## src/rtl/exp_result_fifo.sv

```systemverilog
// exp_result_fifo: first-word-fall-through result buffer between the
// exponential datapath and its downstream consumer. Writes that arrive while
// the buffer is full (and no pop frees a slot) are discarded and counted in a
// saturating drop counter.
module exp_result_fifo #(
  parameter  int WIDTH = 21,
  parameter  int DEPTH = 4,
  localparam int AW    = $clog2(DEPTH)
) (
  input  logic             clk,
  input  logic             rst,
  input  logic             wr_en,
  input  logic [WIDTH-1:0] wr_data,
  output logic             full,
  output logic             out_valid,
  output logic [WIDTH-1:0] out_data,
  input  logic             out_ready,
  output logic [AW:0]      count,
  output logic [7:0]       drop_cnt
);

  localparam logic [AW:0] FULL_COUNT = (AW + 1)'(DEPTH);
  localparam logic [7:0]  DROP_MAX   = 8'hFF;

  logic [WIDTH-1:0] mem [DEPTH];
  logic [AW-1:0]    wp;
  logic [AW-1:0]    rp;
  logic             push;
  logic             pop;
  logic             drop;

  // Status flags come from the registered count only, so they never
  // combinationally depend on wr_en or out_ready.
  assign full      = (count == FULL_COUNT);
  assign out_valid = (count != '0);

  // Head entry is presented straight from storage; zero when empty so the
  // consumer never sees stale data.
  assign out_data = out_valid ? mem[rp] : '0;

  // A pop frees the head slot in the same edge, which lets a write land even
  // when the buffer is full; a write with nowhere to go is a drop.
  assign pop  = out_valid && out_ready;
  assign push = wr_en && (!full || pop);
  assign drop = wr_en && full && !pop;

  // Storage array is deliberately not reset; pointers make stale words unreachable.
  always_ff @(posedge clk) begin
    if (!rst && push) begin
      mem[wp] <= wr_data;
    end
  end

  // Pointers wrap naturally at DEPTH because DEPTH is a power of two.
  always_ff @(posedge clk) begin
    if (rst) begin
      wp <= '0;
      rp <= '0;
    end else begin
      if (push) begin
        wp <= wp + 1'b1;
      end
      if (pop) begin
        rp <= rp + 1'b1;
      end
    end
  end

  // Occupancy changes only when exactly one of push/pop happens.
  always_ff @(posedge clk) begin
    if (rst) begin
      count <= '0;
    end else begin
      case ({push, pop})
        2'b10:   count <= count + 1'b1;
        2'b01:   count <= count - 1'b1;
        default: count <= count;
      endcase
    end
  end

  // Lost-result counter sticks at its maximum instead of wrapping.
  always_ff @(posedge clk) begin
    if (rst) begin
      drop_cnt <= '0;
    end else if (drop && (drop_cnt != DROP_MAX)) begin
      drop_cnt <= drop_cnt + 1'b1;
    end
  end

endmodule

```

## config.mk

```make
export PLATFORM = sky130hd
export DESIGN_NAME = exp_result_fifo
export DESIGN_NICKNAME = d
export VERILOG_FILES = /design/src/rtl/exp_result_fifo.sv
export SDC_FILE = /design/constraint.sdc
export NUM_CORES = 1
export LEC_CHECK = 0
export BUFFER_PORTS_ARGS = -buffer_cell sky130_fd_sc_hd__buf_2
export CAP_MARGIN = 20
export CORE_MARGIN = 2
export CORE_UTILIZATION = 56
export CTS_CLUSTER_DIAMETER = 120
export DETAILED_ROUTE_END_ITERATION = 8
export PLACE_DENSITY = 0.84
export RECOVER_POWER = 100
export REMOVE_ABC_BUFFERS = 1
export SLEW_MARGIN = 0
export SYNTH_ARGS = -nofsm -noshare
export SYNTH_HDL_FRONTEND = slang
export SYNTH_SLANG_ARGS = --single-unit
```

## constraint.sdc

```tcl
create_clock -name clk -period 2.8 [get_ports clk]
set_clock_uncertainty 0.2 [all_clocks]
set_input_delay 0.14 -clock clk [delete_from_list [all_inputs] [get_ports clk]]
set_output_delay 0.14 -clock clk [all_outputs]
set_load 0.01 [all_outputs]
```

==> results.json, run 1 <==
{
  "status": "finished clean",
  "synth_area_leader_cell": "edfxtp_1",
  "path_max_fanout": 23,
  "postCtsSetupRepairBufs": 0,
  "finalPower_mw": 3.14,
  "grt_pass1_vias": 2381,
  "setup_viol": 0,
  "synth_commonest_cells": "edfxtp_1 (84), and2_1 (25), mux4_2 (21)",
  "critPathKind": "register to primary output",
  "grt_use_total": 0.191,
  "synth_cells": 243,
  "period_minus_slack_ps": 2450,
  "dp_hpwl_um": 4280,
  "start_kind": "register",
  "grt_overflow": 0,
  "initial_core_util": 0.573,
  "cts-root-buf": "clkbuf_8",
  "ys_seq_elements": 101,
  "yosysSeqAreaShare": 0.696,
  "tightest_slew_ps": 1070,
  "period_share": 0.877,
  "cp.depth": 4,
  "drv_cap": 0,
  "critPathBufInv": 2,
  "avgSynthCellArea_um2": 16.9,
  "cts_tree": "yes",
  "synth_edf_count": 84,
  "yosysMostFrequentCell": "edfxtp_1",
  "die_w_um": 89.7,
  "nets": 360,
  "antenna_found_initial": 0,
  "h-tree-depth": 3,
  "place_inst": 392,
  "slowest_stage": "clkbuf_1",
  "vias": 2353,
  "yosys.area.top_type_share": 0.614,
  "cp.required_ps": 2460,
  "nFillCells": 491,
  "num_rows": 31,
  "die_area_um2": 8040,
  "critPathTopFamily": "buffers and inverters",
  "final_cells": 433,
  "crit_chain": "or3_1, clkbuf_1, and2_0, buf_2",
  "antenna_cells": 0,
  "clock-sinks": 101,
  "grt_start_max_net_pins": 24,
  "p_leak_nw": 1.61,
  "grt_first_pass_wirelength_um": 11400,
  "drive_gt1_frac": 0.192,
  "first_iter_violations": 157,
  "clk_pin_slew_worst_paths_ps": 90,
  "io_pins": 59,
  "relSlewSlack": 0.290,
  "syn2layout_area_growth_pct": 18.6,
  "yosys_warnings": 0,
  "die_y_um": 89.7,
  "drc_errors": 0,
  "wl_per_cell_um": 16.8,
  "cts_buffer_depth": 2,
  "gp_congestion": 0.839,
  "routed_wirelength_um": 7250,
  "hold_path_depth": 4,
  "synth-async-reset-ratio": 0,
  "critical_path.max_stage_delay_ps": 710,
  "synth.area.top_cells": "edfxtp_1 (61%), mux4_2 (12%), dfxtp_1 (8.3%)",
  "slew_viol_final": 0,
  "worst_ir_drop_vdd_mv": 0.277,
  "max_freq_mhz": 407,
  "power_density_nw_per_um2": 644,
  "cts_resized": 0,
  "hold_viol": 0,
  "reg2reg_depth": 5,
  "numPortBuffers": 58,
  "cts_buffers": 9,
  "hold_buffers": 23,
  "hold_class": "input pin to register",
  "cp.arrival_ps": 2110,
  "avgViaCountPerCell": 5.43,
  "syn_area_um2": 4110,
  "synthFlopType": "edfxtp_1",
  "final_antenna_net_count": 0,
  "cp-end-kind": "primary output",
  "rsz0062_at_grt": "false",
  "core_area_um2": 7180,
  "tns_ps": 0,
  "drtPass1Iterations": 4,
  "synth_cell_types": 36,
  "clock_latency_ps": 340
}
[final timing paths]
check         startpoint     endpoint  slack (ps)
max             count[2]  out_data[1]         350
min            out_ready        rp[0]          30
max reg2reg     count[2]   mem[3][17]         350
min reg2reg  drop_cnt[5]  drop_cnt[5]         310
[layout by cell type (no fill, tap or decap), types with 8 or more instances in the layout]
cell	instances
mux4_2	21
nor2_1	10
edfxtp_1	84
a21oi_1	8
dlygate4sd3_1	23
and2_0	18
buf_2	20
clkbuf_1	40
clkbuf_8	9
dfxtp_1	16
inv_1	8
[sequential cells by signal, summed over array words and instances (netlist names), named ones only]
register and cells:
rp 2, wp 2, count 3, mem 84, drop_cnt 8
[cells by family after synthesis]
logic type	share of synthesized area
DFF	0.696
and+or+nand+nor	0.0989
muxes	0.120
buffers and inverters	0.0240
AOI/OAI and AO/OA	0.0277
xor gates and xnor gates	0.0128
adders and majority gates	0.0201
[metal layers]
metal  vias to the layer above  wire length [um]  GRT usage  share of wire
met4                         0                56     0.0665         0.0077
met1                      1170              3060      0.254           0.42
met3                         7               348     0.0329          0.048
li1                       1098                 -          -              -
met5                         -                 0          0              0
met2                        78              3790      0.321           0.52
[where the power goes]
| group | internal, mW | switching [mW] | total, mW |
|---|---|---|---|
| sequential | 1.68 | 0.0201 | 1.70 |
| clock | 0.508 | 0.488 | 0.995 |
| combinational | 0.207 | 0.237 | 0.444 |
[through the flow]
stage	hold WS [ps]	instance area [um2]	utilization	setup slack, ps
final	31.5	4880	0.680	345
after global routing	78.2	4880	0.680	150
after CTS	37.4	4950	0.690	361
after detailed placement	154	4500	0.627	385
after global placement	153	4500	0.627	441
after floorplan	9.07	4040	-	24.8
[worst min-delay path: stages]
cell and delay, ps:
buf_2 160, nand2_1 100, xor2_1 80, nor2_1 70
[final cells by class]
cell class | instances | area (um2) | area share
Multi-Input combinational cell | 121 | 1120 | 0.230
Clock inverter | 7 | 98.8 | 0.0203
Tap cell | 99 | 124 | 0.0254
Inverter | 8 | 30.0 | 0.00616
Clock buffer | 9 | 124 | 0.0254
Sequential cell | 101 | 2860 | 0.587
Timing Repair Buffer | 88 | 513 | 0.105
Power figures use the tool's default switching activity.
==> run 2: changes to the inputs <==
CORE_UTILIZATION = 40   (was 56)
CTS_BUF_LIST = sky130_fd_sc_hd__clkbuf_4   (was unset)
PLACE_DENSITY = 0.65   (was 0.84)
==> run 2 against run 1 <==
Design area is 0.18% lower; die area is 38% higher; maximum frequency is 1.7% lower; non-clock buffer count is 3 higher; global-route usage is 4.9 points lower; utilization is 20 points lower; highest routed layer unchanged.
==> results.json, run 2 (same netlist as run 1, synthesis figures left out) <==
{
  "nFillCells": 889,
  "p_leak_nw": 1.58,
  "h-tree-depth": 3,
  "cts-root-buf": "clkbuf_4",
  "cts_buffers": 9,
  "finalPower_mw": 2.84,
  "die_y_um": 105,
  "grt_first_pass_wirelength_um": 12000,
  "drc_errors": 0,
  "syn2layout_area_growth_pct": 18.4,
  "die_w_um": 105,
  "period_share": 0.892,
  "grt_use_met2": 0.237,
  "final_antenna_net_count": 0,
  "path_max_fanout": 21,
  "met1_usage": 0.180,
  "largest-register": "mem",
  "avgViaCountPerCell": 4.93,
  "cts_buffer_depth": 2,
  "slew_viol_final": 0,
  "multi_input_area_um2": 1140,
  "stdcell_area_um2": 4870,
  "holdWs_ps": 288,
  "tightest_slew_ps": 895,
  "grt.met3_usage": 0.0408,
  "setup_viol": 0,
  "initial_core_util": 0.406,
  "grt_overflow": 0,
  "period_minus_slack_ps": 2500,
  "hold_class": "input pin to register",
  "place_area_um2": 4580,
  "gp_congestion": 0.716,
  "clock-sinks": 101,
  "cp-end-kind": "register",
  "relSlewSlack": 0.400,
  "drtPass1Iterations": 4,
  "grt.busiest_layer": "met2",
  "tns_ps": 0,
  "final_common_cell": "edfxtp_1",
  "io_pins": 59,
  "wl_per_cell_um": 15.3,
  "core_area_um2": 10100,
  "postCtsSetupRepairBufs": 0,
  "rsz0062_at_grt": "false",
  "max_freq_mhz": 401,
  "reg_top3": "mem (84), drop_cnt (8), count (3)",
  "cp.arrival_ps": 2360,
  "register_area_um2": 2860,
  "critPathKind": "register to register",
  "antenna_found_initial": 0,
  "numPortBuffers": 58,
  "hold_viol": 0,
  "power_density_nw_per_um2": 583,
  "cp.required_ps": 2660,
  "drive_gt1_frac": 0.190,
  "drv_cap": 0,
  "grt_start_max_net_pins": 24,
  "num_rows": 37,
  "vias": 2328,
  "dp_hpwl_um": 4440,
  "start_kind": "register",
  "final_cell_mix": "edfxtp_1 (84), clkbuf_1 (43), dlygate4sd3_1 (24)",
  "grt_pass1_vias": 2375,
  "clock_latency_ps": 430,
  "grt_use_total": 0.142,
  "die_area_um2": 11100,
  "routed_wirelength_um": 7230,
  "status": "finished clean",
  "antenna_cells": 0,
  "worst_ir_drop_vdd_mv": 0.215,
  "nets": 363,
  "first_iter_violations": 78,
  "cts_tree": "yes",
  "clk_pin_slew_worst_paths_ps": 170,
  "largest_reg_flops": 84
}
==> run 2: changes by cell type in the layout (fill, tap and decap cells not counted), sizes merged <==
| cell | before | now |
|---|---|---|
| clkbuf | 51 | 56 |
| buf | 23 | 20 |
| clkinvlp | 2 | 1 |
| dlygate4sd3 | 23 | 24 |
| inv | 9 | 10 |
| bufinv | 2 | 0 |
| clkinv | 2 | 3 |
==> run 2: repair_timing <==
item | in CTS | in global routing
hold buffers | 24 | 0
endpoints found under the hold margin | 101 | 0
gates resized for setup | 0 | 0
==> run 2: path summary, 6_finish.rpt <==
path         slack (ps)           to   startpoint  depth (start not counted)
max                 300    mem[3][2]     count[1]                          6
min                 290   mem[0][18]  wr_data[18]                          2
max reg2reg         300    mem[3][2]     count[1]                          6
min reg2reg         310  drop_cnt[5]  drop_cnt[5]                          2
==> run 2: stage by stage <==
| step | std cells | worst slack, ps | util |
|---|---|---|---|
| final | 472 | 303 | 0.480 |
| after floorplan | 230 | 24.8 | - |
| after global placement | 433 | 428 | 0.452 |
| after global routing | 472 | 88.4 | 0.480 |
| after CTS | 472 | 306 | 0.488 |
| after detailed placement | 433 | 379 | 0.452 |
==> run 2: layout make-up <==
type                            instances  area share
Multi-Input combinational cell        121       0.234
Clock buffer                            9      0.0139
Inverter                                8     0.00617
Timing Repair Buffer                   91       0.111
Sequential cell                       101       0.588
Tap cell                              136      0.0350
Clock inverter                          6      0.0116
==> run 2: power by group <==
| group | total, mW | leakage, nW | switching (mW) | internal [mW] |
|---|---|---|---|---|
| logic | 0.444 | 0.613 | 0.227 | 0.217 |
| registers | 1.71 | 0.901 | 0.0320 | 1.68 |
| clock network | 0.683 | 0.0660 | 0.488 | 0.195 |
==> run 2: metal layers <==
metal / part of all wire / wire length (um)
met1: 0.44 / 3210
met2: 0.51 / 3680
met3: 0.039 / 280
met4: 0.0080 / 58
met5: 0 / 0
==> run 2: critical path, stage by stage (launching register included) <==
cell      delay (ps)
dfxtp_1          340
clkbuf_1         220
or4b_1           590
nand2_1          140
nor2_1            80
and2_0           170
clkbuf_2         400
==> run 3: changes to the inputs <==
ABC_AREA = 1   (was unset)
PLACE_DENSITY = 0.62   (was 0.65)
SLEW_MARGIN = unset   (was 0)
==> run 3 against run 2 <==
Maximum frequency is 6.9% higher; final cell count up 28%; global-route usage is 1.6 points higher; clock power is 24% higher; power grew 13%; critical path type unchanged; critical endpoint is now drop_cnt[7]; largest cell class unchanged.
==> results.json, run 3 <==
{
  "status": "finished clean",
  "reg2reg_depth": 9,
  "hold_class": "input pin to register",
  "synth-async-reset-ratio": 0,
  "io_pins": 59,
  "dp_hpwl_um": 5010,
  "yosysSeqAreaShare": 0.690,
  "avgViaCountPerCell": 4.89,
  "grt_first_pass_wirelength_um": 13800,
  "worst-r2r-setup-slack_ps": 460,
  "die_y_um": 106,
  "vias": 2952,
  "grt_use_total": 0.157,
  "crit_top_cell": "nand2_1",
  "cts_resized": 0,
  "num_rows": 37,
  "ys_seq_elements": 101,
  "critPathKind": "register to register",
  "routed_wirelength_um": 8410,
  "clock_latency_ps": 420,
  "synth.area.top_cells": "edfxtp_1 (61%), nor2_1 (8.8%), dfxtp_1 (8.2%)",
  "numPortBuffers": 58,
  "p_leak_nw": 1.71,
  "yosysMostFrequentCell": "nor2_1",
  "place_area_um2": 4610,
  "nets": 494,
  "largest_reg_flops": 84,
  "synthFlopType": "edfxtp_1",
  "critical_path.max_stage_delay_ps": 560,
  "yosys.area.top_type_share": 0.608,
  "cts_buffers": 9,
  "synth_edf_count": 84,
  "synth_cells": 375,
  "syn2layout_area_growth_pct": 19.3,
  "clock-sinks": 101,
  "initial_core_util": 0.407,
  "drc_errors": 0,
  "power_density_nw_per_um2": 651,
  "tightest_slew_ps": 767,
  "period_share": 0.834,
  "crit_chain": "ha_1, nand2_1, nor2_1, nand2_1, nor2_1, nor3_4, nand2_1, a21oi_1, dlygate4sd3_1",
  "stdcell_area_um2": 4950,
  "slew_viol_final": 0,
  "relSlewSlack": 0.488,
  "cp.arrival_ps": 2510,
  "first_iter_violations": 96,
  "slowest_stage": "dlygate4sd3_1",
  "rsz0062_at_grt": "false",
  "grt_pass1_vias": 2900,
  "gp_congestion": 0.764,
  "die_area_um2": 11200,
  "avgSynthCellArea_um2": 11.1,
  "grt_start_max_net_pins": 43,
  "endpoint": "drop_cnt[7]",
  "r2r-end": "drop_cnt[7]",
  "start_kind": "register",
  "reg_top3": "mem (84), drop_cnt (8), count (3)",
  "core_area_um2": 10200,
  "syn_area_um2": 4150,
  "cts-root-buf": "clkbuf_4",
  "antenna_found_initial": 0,
  "max_freq_mhz": 428,
  "synth_cell_types": 25,
  "cts_tree": "yes",
  "drtPass1Iterations": 4,
  "h-tree-depth": 3,
  "finalPower_mw": 3.22,
  "worst_ir_drop_vdd_mv": 0.290,
  "grt_overflow": 0,
  "period_minus_slack_ps": 2340,
  "final_cell_mix": "nor2_1 (94), edfxtp_1 (84), clkbuf_1 (55)",
  "cp-end-kind": "register",
  "synth_commonest_cells": "nor2_1 (97), edfxtp_1 (84), o21ai_0 (46)",
  "drv_cap": 0,
  "hold_path_depth": 3,
  "synth_area_leader_cell": "edfxtp_1",
  "clk_pin_slew_worst_paths_ps": 140,
  "tns_ps": 0,
  "final_antenna_net_count": 0,
  "yosys_warnings": 0,
  "final_common_cell": "nor2_1",
  "antenna_cells": 0,
  "postCtsSetupRepairBufs": 0,
  "path_max_fanout": 8,
  "cp.required_ps": 2980,
  "cts_buffer_depth": 2,
  "startpoint": "drop_cnt[0]",
  "wl_per_cell_um": 13.9,
  "hold_viol": 0,
  "r2r-start": "drop_cnt[0]",
  "drive_gt1_frac": 0.0748,
  "die_w_um": 106,
  "setup_viol": 0,
  "largest-register": "mem"
}
[run 3: cell families (layout without fill, tap and decap cells)]
kind of cell | count (synthesis) | after routing | synth area share
AND/OR/NAND/NOR | 137 | 137 | 0.134
flip-flops | 101 | 101 | 0.690
AO/OA/AOI/OAI | 87 | 87 | 0.108
buffers and inverters | 39 | 132 | 0.0377
adder cells (fa/ha/maj) | 6 | 6 | 0.0199
XOR/XNOR | 5 | 5 | 0.0106
[run 3: layout make-up]
class / count / area, um2
fill: 954 / 5240
sequential: 101 / 2860
multi-input combinational: 235 / 1120
timing repair buffer: 92 / 532
tap: 136 / 170
clock inverter: 6 / 92.6
inverter: 24 / 91.3
clock buffer: 10 / 75.1
[run 3: through the flow]
| step | std cells | hold WS [ps] | setup WS [ps] | util |
|---|---|---|---|---|
| 2_1_floorplan | 360 | 9.07 | 433 | - |
| 3_3_place_gp | 562 | 156 | 976 | 0.453 |
| 3_5_place_dp | 562 | 156 | 880 | 0.453 |
| 4_1_cts | 604 | 213 | 539 | 0.495 |
| 5_1_grt | 604 | 287 | 293 | 0.486 |
| 6_report | 604 | 282 | 465 | 0.486 |
[run 3: worst max-delay path, delay by kind of cell (launching register included)]
kind                       cells  cell delay [ps]
and+or+nand+nor                6              740
buffers and inverters          1              560
DFF                            1              380
adders and majority gates      1              260
AOI/OAI and AO/OA              1              140
[run 3: per-layer routing]
layer	vias to the layer above	GRT usage	routed length [um]
li1	1463	-	-
met1	1408	0.189	3840
met2	69	0.279	4090
met3	12	0.0445	407
met4	0	0.0376	80
met5	-	0	0
[run 3: worst min-delay path by stage]
| stage | from | endpoint | slack [ps] |
|---|---|---|---|
| finish | rst | drop_cnt[4] | 280 |
| global route | wr_data[6] | mem[3][6] | 290 |
| CTS | wr_data[20] | mem[2][20] | 210 |
| detailed placement | wr_data[1] | mem[0][1] | 160 |
| global placement | wr_data[17] | mem[0][17] | 160 |
| floorplan | rst | drop_cnt[2] | 9 |
[run 3: timing repair]
action / 4_1_cts / 5_1_grt
hold buffers: 26 / 0
endpoints found under the hold margin: 100 / 0
setup endpoints to repair: 0 / 0
[run 3: report_power, final]
| group | internal, mW | leakage [nW] | switching (mW) |
|---|---|---|---|
| Sequential | 1.69 | 0.901 | 0.0265 |
| Combinational | 0.207 | 0.727 | 0.454 |
| Clock | 0.379 | 0.0836 | 0.468 |
